[config.mk]
export PLATFORM = sky130hd
export DESIGN_NAME = pipe_stage_reg
export DESIGN_NICKNAME = d
export VERILOG_FILES = /design/src/rtl/pipe_stage_reg.sv
export SDC_FILE = /design/constraint.sdc
export NUM_CORES = 1
export LEC_CHECK = 0
export BUFFER_PORTS_ARGS = -buffer_cell sky130_fd_sc_hd__clkbuf_2
export CAP_MARGIN = 20
export CORE_MARGIN = 10
export CORE_UTILIZATION = 57
export DETAILED_ROUTE_END_ITERATION = 10
export PLACE_DENSITY = 0.84
export SYNTH_ARGS = -nofsm -noshare
export SYNTH_HDL_FRONTEND = slang
export SYNTH_SLANG_ARGS = --single-unit
[constraint.sdc]
create_clock -name clk -period 17 [get_ports clk]
set_clock_uncertainty 0.15 [all_clocks]
set_input_delay 2.55 -clock clk [delete_from_list [all_inputs] [get_ports clk]]
set_output_delay 2.55 -clock clk [all_outputs]
set_load 0.005 [all_outputs]
[src/rtl/pipe_stage_reg.sv]
// Pipeline-boundary register: data + control payload behind a valid/ready handshake,
// with stall/flush control, an optional skid slot and a saturating bubble counter.
module pipe_stage_reg #(
  parameter int DATA_W = 96,
  parameter int CTRL_W = 12,
  parameter int SKID   = 0,
  parameter int CNT_W  = 32
) (
  input  logic              clk,
  input  logic              rst,
  input  logic              in_valid,
  output logic              in_ready,
  input  logic [DATA_W-1:0] in_data,
  input  logic [CTRL_W-1:0] in_ctrl,
  input  logic              stall,
  input  logic              flush,
  output logic              out_valid,
  input  logic              out_ready,
  output logic [DATA_W-1:0] out_data,
  output logic [CTRL_W-1:0] out_ctrl,
  output logic [CNT_W-1:0]  bubble_cnt
);

  localparam logic [CNT_W-1:0] CNT_ONE = CNT_W'(1'b1);
  localparam logic [CNT_W-1:0] CNT_MAX = {CNT_W{1'b1}};

  logic              valid_r;
  logic [DATA_W-1:0] data_r;
  logic [CTRL_W-1:0] ctrl_r;
  logic              skid_full_r;
  logic [DATA_W-1:0] skid_data_r;
  logic [CTRL_W-1:0] skid_ctrl_r;
  logic [CNT_W-1:0]  cnt_r;

  logic              main_free_s;
  logic              in_ready_s;
  logic              in_fire_s;
  logic              out_fire_s;
  logic              valid_s;
  logic [DATA_W-1:0] data_s;
  logic [CTRL_W-1:0] ctrl_s;
  logic              skid_full_s;
  logic [DATA_W-1:0] skid_data_s;
  logic [CTRL_W-1:0] skid_ctrl_s;
  logic [CNT_W-1:0]  cnt_s;

  // Handshake: the main slot can take a new entry when empty or draining this cycle.
  always_comb begin
    main_free_s = !valid_r || out_ready;
    if (SKID != 32'sd0) begin
      in_ready_s = !skid_full_r && !stall && !flush;
    end else begin
      in_ready_s = !stall && !flush && main_free_s;
    end
    in_fire_s  = in_valid && in_ready_s;
    out_fire_s = valid_r && out_ready;
  end

  // Next slot contents; the skid entry always moves ahead of new input to keep FIFO order.
  always_comb begin
    valid_s     = valid_r;
    data_s      = data_r;
    ctrl_s      = ctrl_r;
    skid_full_s = skid_full_r;
    skid_data_s = skid_data_r;
    skid_ctrl_s = skid_ctrl_r;
    if (flush) begin
      valid_s     = 1'b0;
      ctrl_s      = '0;
      skid_full_s = 1'b0;
      skid_data_s = '0;
      skid_ctrl_s = '0;
    end else if (main_free_s) begin
      if (skid_full_r) begin
        valid_s     = 1'b1;
        data_s      = skid_data_r;
        ctrl_s      = skid_ctrl_r;
        skid_full_s = 1'b0;
        skid_data_s = '0;
        skid_ctrl_s = '0;
      end else if (in_fire_s) begin
        valid_s = 1'b1;
        data_s  = in_data;
        ctrl_s  = in_ctrl;
      end else if (out_fire_s) begin
        // Bubble: control zeroed so downstream enables stay inert; data left as is.
        valid_s = 1'b0;
        ctrl_s  = '0;
      end else begin
        valid_s = valid_r;
      end
    end else if (in_fire_s) begin
      skid_full_s = 1'b1;
      skid_data_s = in_data;
      skid_ctrl_s = in_ctrl;
    end else begin
      skid_full_s = skid_full_r;
    end
  end

  // Bubble counter: empty cycles the downstream was ready to consume, saturating.
  always_comb begin
    if (!valid_r && out_ready && (cnt_r != CNT_MAX)) begin
      cnt_s = cnt_r + CNT_ONE;
    end else begin
      cnt_s = cnt_r;
    end
  end

  // State registers; reset clears everything so no partial transfer survives.
  always_ff @(posedge clk or posedge rst) begin
    if (rst) begin
      valid_r     <= 1'b0;
      data_r      <= '0;
      ctrl_r      <= '0;
      skid_full_r <= 1'b0;
      skid_data_r <= '0;
      skid_ctrl_r <= '0;
      cnt_r       <= '0;
    end else begin
      valid_r     <= valid_s;
      data_r      <= data_s;
      ctrl_r      <= ctrl_s;
      skid_full_r <= skid_full_s;
      skid_data_r <= skid_data_s;
      skid_ctrl_r <= skid_ctrl_s;
      cnt_r       <= cnt_s;
    end
  end

  assign in_ready   = in_ready_s;
  assign out_valid  = valid_r;
  assign out_data   = data_r;
  assign out_ctrl   = ctrl_r;
  assign bubble_cnt = cnt_r;

endmodule

Word-level counts from Yosys, hierarchy flattened
Cells that the tools add are included.
- flip-flop bits (word level): 250
- output and inout port bits: 142
- $add $sub $neg: 1
- eq/ne operators: 2
- multiplexer cells: 22
- bitwise logic cells: 1
- reductions and logical operators: 17
- operators by type and width (operator ; count):
    $mux 96 ; 5
    $mux 12 ; 9
    $add 32x1->32 const B ; 1
    $ne 32x32->1 const B ; 1
    $mux 1 ; 8
    $logic_and 1x1->1 ; 6
    $reduce_and 2->1 ; 2
    $reduce_bool 2->1 ; 2
    $reduce_bool 4->1 ; 1
    $logic_not 1->1 ; 3
    $ne 3x3->1 const B ; 1
    $reduce_and 3->1 ; 1
    $reduce_bool 3->1 ; 1
    $logic_or 1x1->1 ; 1
    $not 1->1 ; 1

Depth between registers and ports, before layout
- depth in word-level cells: 8
- gate-level depth with buffers: 8

Worst setup path before layout
Ideal clock, no wire load.
- path type: input -> output
- from: input flush
- to: output in_ready
- arrival time: 3.205 ns
- required time: 14.300 ns
- slack: 11.095 ns
- stages: 3
- cells stage by stage: clkbuf_1 > clkbuf_1 > nor3_1
- cells in the longest elaborated chain, start to end: 3
- ends and longest elaborated chain (element ; line ; text):
    start, declared ; 16 ; input logic flush,
    $logic_not 1->1 ; 53 ; in_ready_s = !stall && !flush && main_free_s;
    $logic_and 1x1->1 (2 in series) ; 53 ;
    end, declared ; 12 ; output logic in_ready,
Every way passes these cells.

Worst setup path after layout
Ends and elaborated chain as after synthesis.

==> flow_summary.json <==
{
  "synth-seq-cells": 250,
  "power_leakage_nw": 6.06,
  "clockRootBuffer": "clkbuf_16",
  "crit_type": "in -> out",
  "remaining_drc_errors": 0,
  "synth.area.top_cells": "dfrtp_1, mux2i_1, and2_1",
  "status": "finished clean",
  "setup-tns-final_ns": 0,
  "maxCapViolations": 0,
  "timing.rr.end": "out_data[20]",
  "final_cell_count_no_fill": 1330,
  "r2r_start": "skid_full_r",
  "placement.io_buffers": 255,
  "grt_overflow": 0,
  "start_util_pct": 58.1,
  "period_needed_ns": 5.90,
  "grt_pass1_vias": 7268,
  "ys_warn_count": 0,
  "core_area_sq_mm": 0.0173,
  "syn_area_sq_mm": 0.0101,
  "postCtsHoldBufs": 0,
  "worstPathMaxFanout": 19,
  "gp_congestion": 0.796,
  "antenna_found_initial": 3,
  "clk_path_buf_depth": 3,
  "timing.fmax_mhz": 169,
  "synthCells": 850,
  "startpoint": "flush",
  "cts_setup_buffers": 0,
  "worstSetupStartpointType": "primary input",
  "synthAdderAreaFrac_pct": 0.124,
  "grt_pass1_wl_um": 39000,
  "final_antenna_net_count": 0,
  "avgRoutedWirePerCell_um": 18.0,
  "rrSetupSlack_ns": 14.18,
  "slew_headroom_pct": 27.0,
  "numCtsBuffers": 26,
  "initialDrtViolationCount": 331,
  "setup_ws_ns": 11.10,
  "synthMuxAreaShare_pct": 9.67,
  "ctsResizeCount": 0,
  "path_clk_slew_ns": 0.05,
  "drv_slew": 0,
  "synth_cell_types": 38,
  "synth_edf_count": 0,
  "vias": 7067,
  "synth_largest_area_cell": "dfrtp_1",
  "area_growth_pct": 22.0,
  "io_pins": 256,
  "power_w": 0.00134,
  "cp.arrival_ns": 3.20,
  "viasPerCell": 5.31,
  "drt-pass1-iter-count": 4,
  "r2r_cells": 5,
  "yosysSeqAreaShare_pct": 62.2,
  "p_per_area_mw_per_mm2": 109,
  "synthSimpleGateAreaFrac_pct": 15.9,
  "fin_crit_sh_pct": 34.7,
  "clk_latency_ns": 0.52,
  "drt_wl_total_um": 24000,
  "nets": 1206,
  "dp.cells": 1286,
  "syn-num-nets": 965,
  "final-setup-viol-count": 0,
  "syn_avg_cell_area_sq_um": 11.8,
  "async_flop_share_pct": 100,
  "cp.required_ns": 14.30,
  "synth_top_family_by_area": "simple AND/OR/NAND/NOR gates",
  "rsz0062_at_grt": "no",
  "cts_tree": "done",
  "hold_depth": 2,
  "vdd_ir_drop_max_mv": 0.0848,
  "die_area_sq_mm": 0.0233,
  "rows": 48,
  "die_x_um": 153,
  "track_usage_pct": 20.0,
  "hold_violations": 0,
  "synthFlopType": "dfrtp_1",
  "synth_xor_area_share_pct": 2.61,
  "hold_class": "reg -> reg",
  "die_y_um": 153,
  "hold_slack_ns": 0.326,
  "cp-end-kind": "output port",
  "clock-sinks": 250,
  "worstMarginPinSlew_ns": 1.09,
  "grt_max_degree": 134,
  "synth_compound_area_share_pct": 7.07,
  "synth_top_area_share_pct": 62.2,
  "htree_levels": 1,
  "drive_above_1_share_pct": 28.6,
  "hpwl_um": 16100,
  "place_ws_ns": 11.11,
  "crit_path_end": "in_ready"
}
[layer usage]
layer,global-route usage [%],up-vias,share of wire [%]
met5,0,-,0.054
met4,6.04,2,2.5
met3,7.03,39,8.4
met2,31.9,213,48
met1,25.3,3446,41
li1,-,3367,-
[cells in the final DEF, fill, tap and decap left out, drive strengths merged, types with 24 or more instances in the layout]
cell type and n:
o21ai 97, clkbuf 291, mux2i 96, dfrtp 250
xnor2 29, and2 111, nand2 113, nand4 24
[critical path, cell delays in order]
cell and delay, ns:
clkbuf_2 0.26, nor3_1 0.24, clkbuf_2 0.14
[sequential cells by signal, summed over array words and instances, names as in the netlist]
signal and count:
out_ctrl 12, skid_data_r 96, skid_full_r 1, out_data 96, skid_ctrl_r 12, out_valid 1, bubble_cnt 32
[final cells by class]
cell class / count / area [sq um]
tap: 225 / 282
sequential: 250 / 6260
clock inverter: 4 / 33.8
multi-input combinational: 544 / 3580
antenna: 2 / 5.00
fill: 1270 / 5030
inverter: 4 / 22.5
clock buffer: 36 / 708
timing repair buffer: 265 / 1370
[cell usage after synthesis, types with 2 or more instances]
cell      number
and2_1       111
nor2_1         4
o21ai_0       96
a21oi_1        2
a22oi_1       12
dfrtp_1      250
buf_2         14
and4_1         3
mux2i_1       96
nor3_1         3
nor4_4         2
xnor2_1       29
o31ai_1       12
inv_1          4
clkbuf_1      36
nand4_2        3
nand3_1        7
nand4_1       20
and3_1         9
nand2_1      113
nand3_2        5
nor2b_1        3
[cell families (layout without fill, tap and decap cells)]
family,Yosys count,count (layout)
AO/OA/AOI/OAI,127,127
XOR/XNOR,30,30
adder cells (fa/ha/maj),1,1
buffers and inverters,56,309
flip-flops,250,250
multiplexers,97,97
other,0,2
AND/OR/NAND/NOR,289,289
[stage by stage]
stage                     util, %  area (sq um)
final                        70.9         12300
after global routing         70.9         12300
after CTS                    70.7         12200
after detailed placement     66.4         11500
after global placement       66.4         11500
after floorplan                 -         10100
[worst min-delay path by stage]
stage / end / startpoint
floorplan: skid_data_r[0] / skid_data_r[0]
global placement: out_ctrl[9] / out_ctrl[9]
detailed placement: out_ctrl[0] / out_ctrl[0]
CTS: out_ctrl[0] / out_ctrl[0]
global route: skid_data_r[6] / skid_data_r[6]
finish: out_data[14] / out_data[14]
[where the power goes]
part	total (W)	internal (W)	switching, W
combinational	0.000155	0.0000686	0.0000865
sequential	0.000674	0.000643	0.0000317
clock	0.000507	0.000288	0.000220
total	0.00134	0.000999	0.000338
Note: power is estimated with default switching activity, not from simulation.
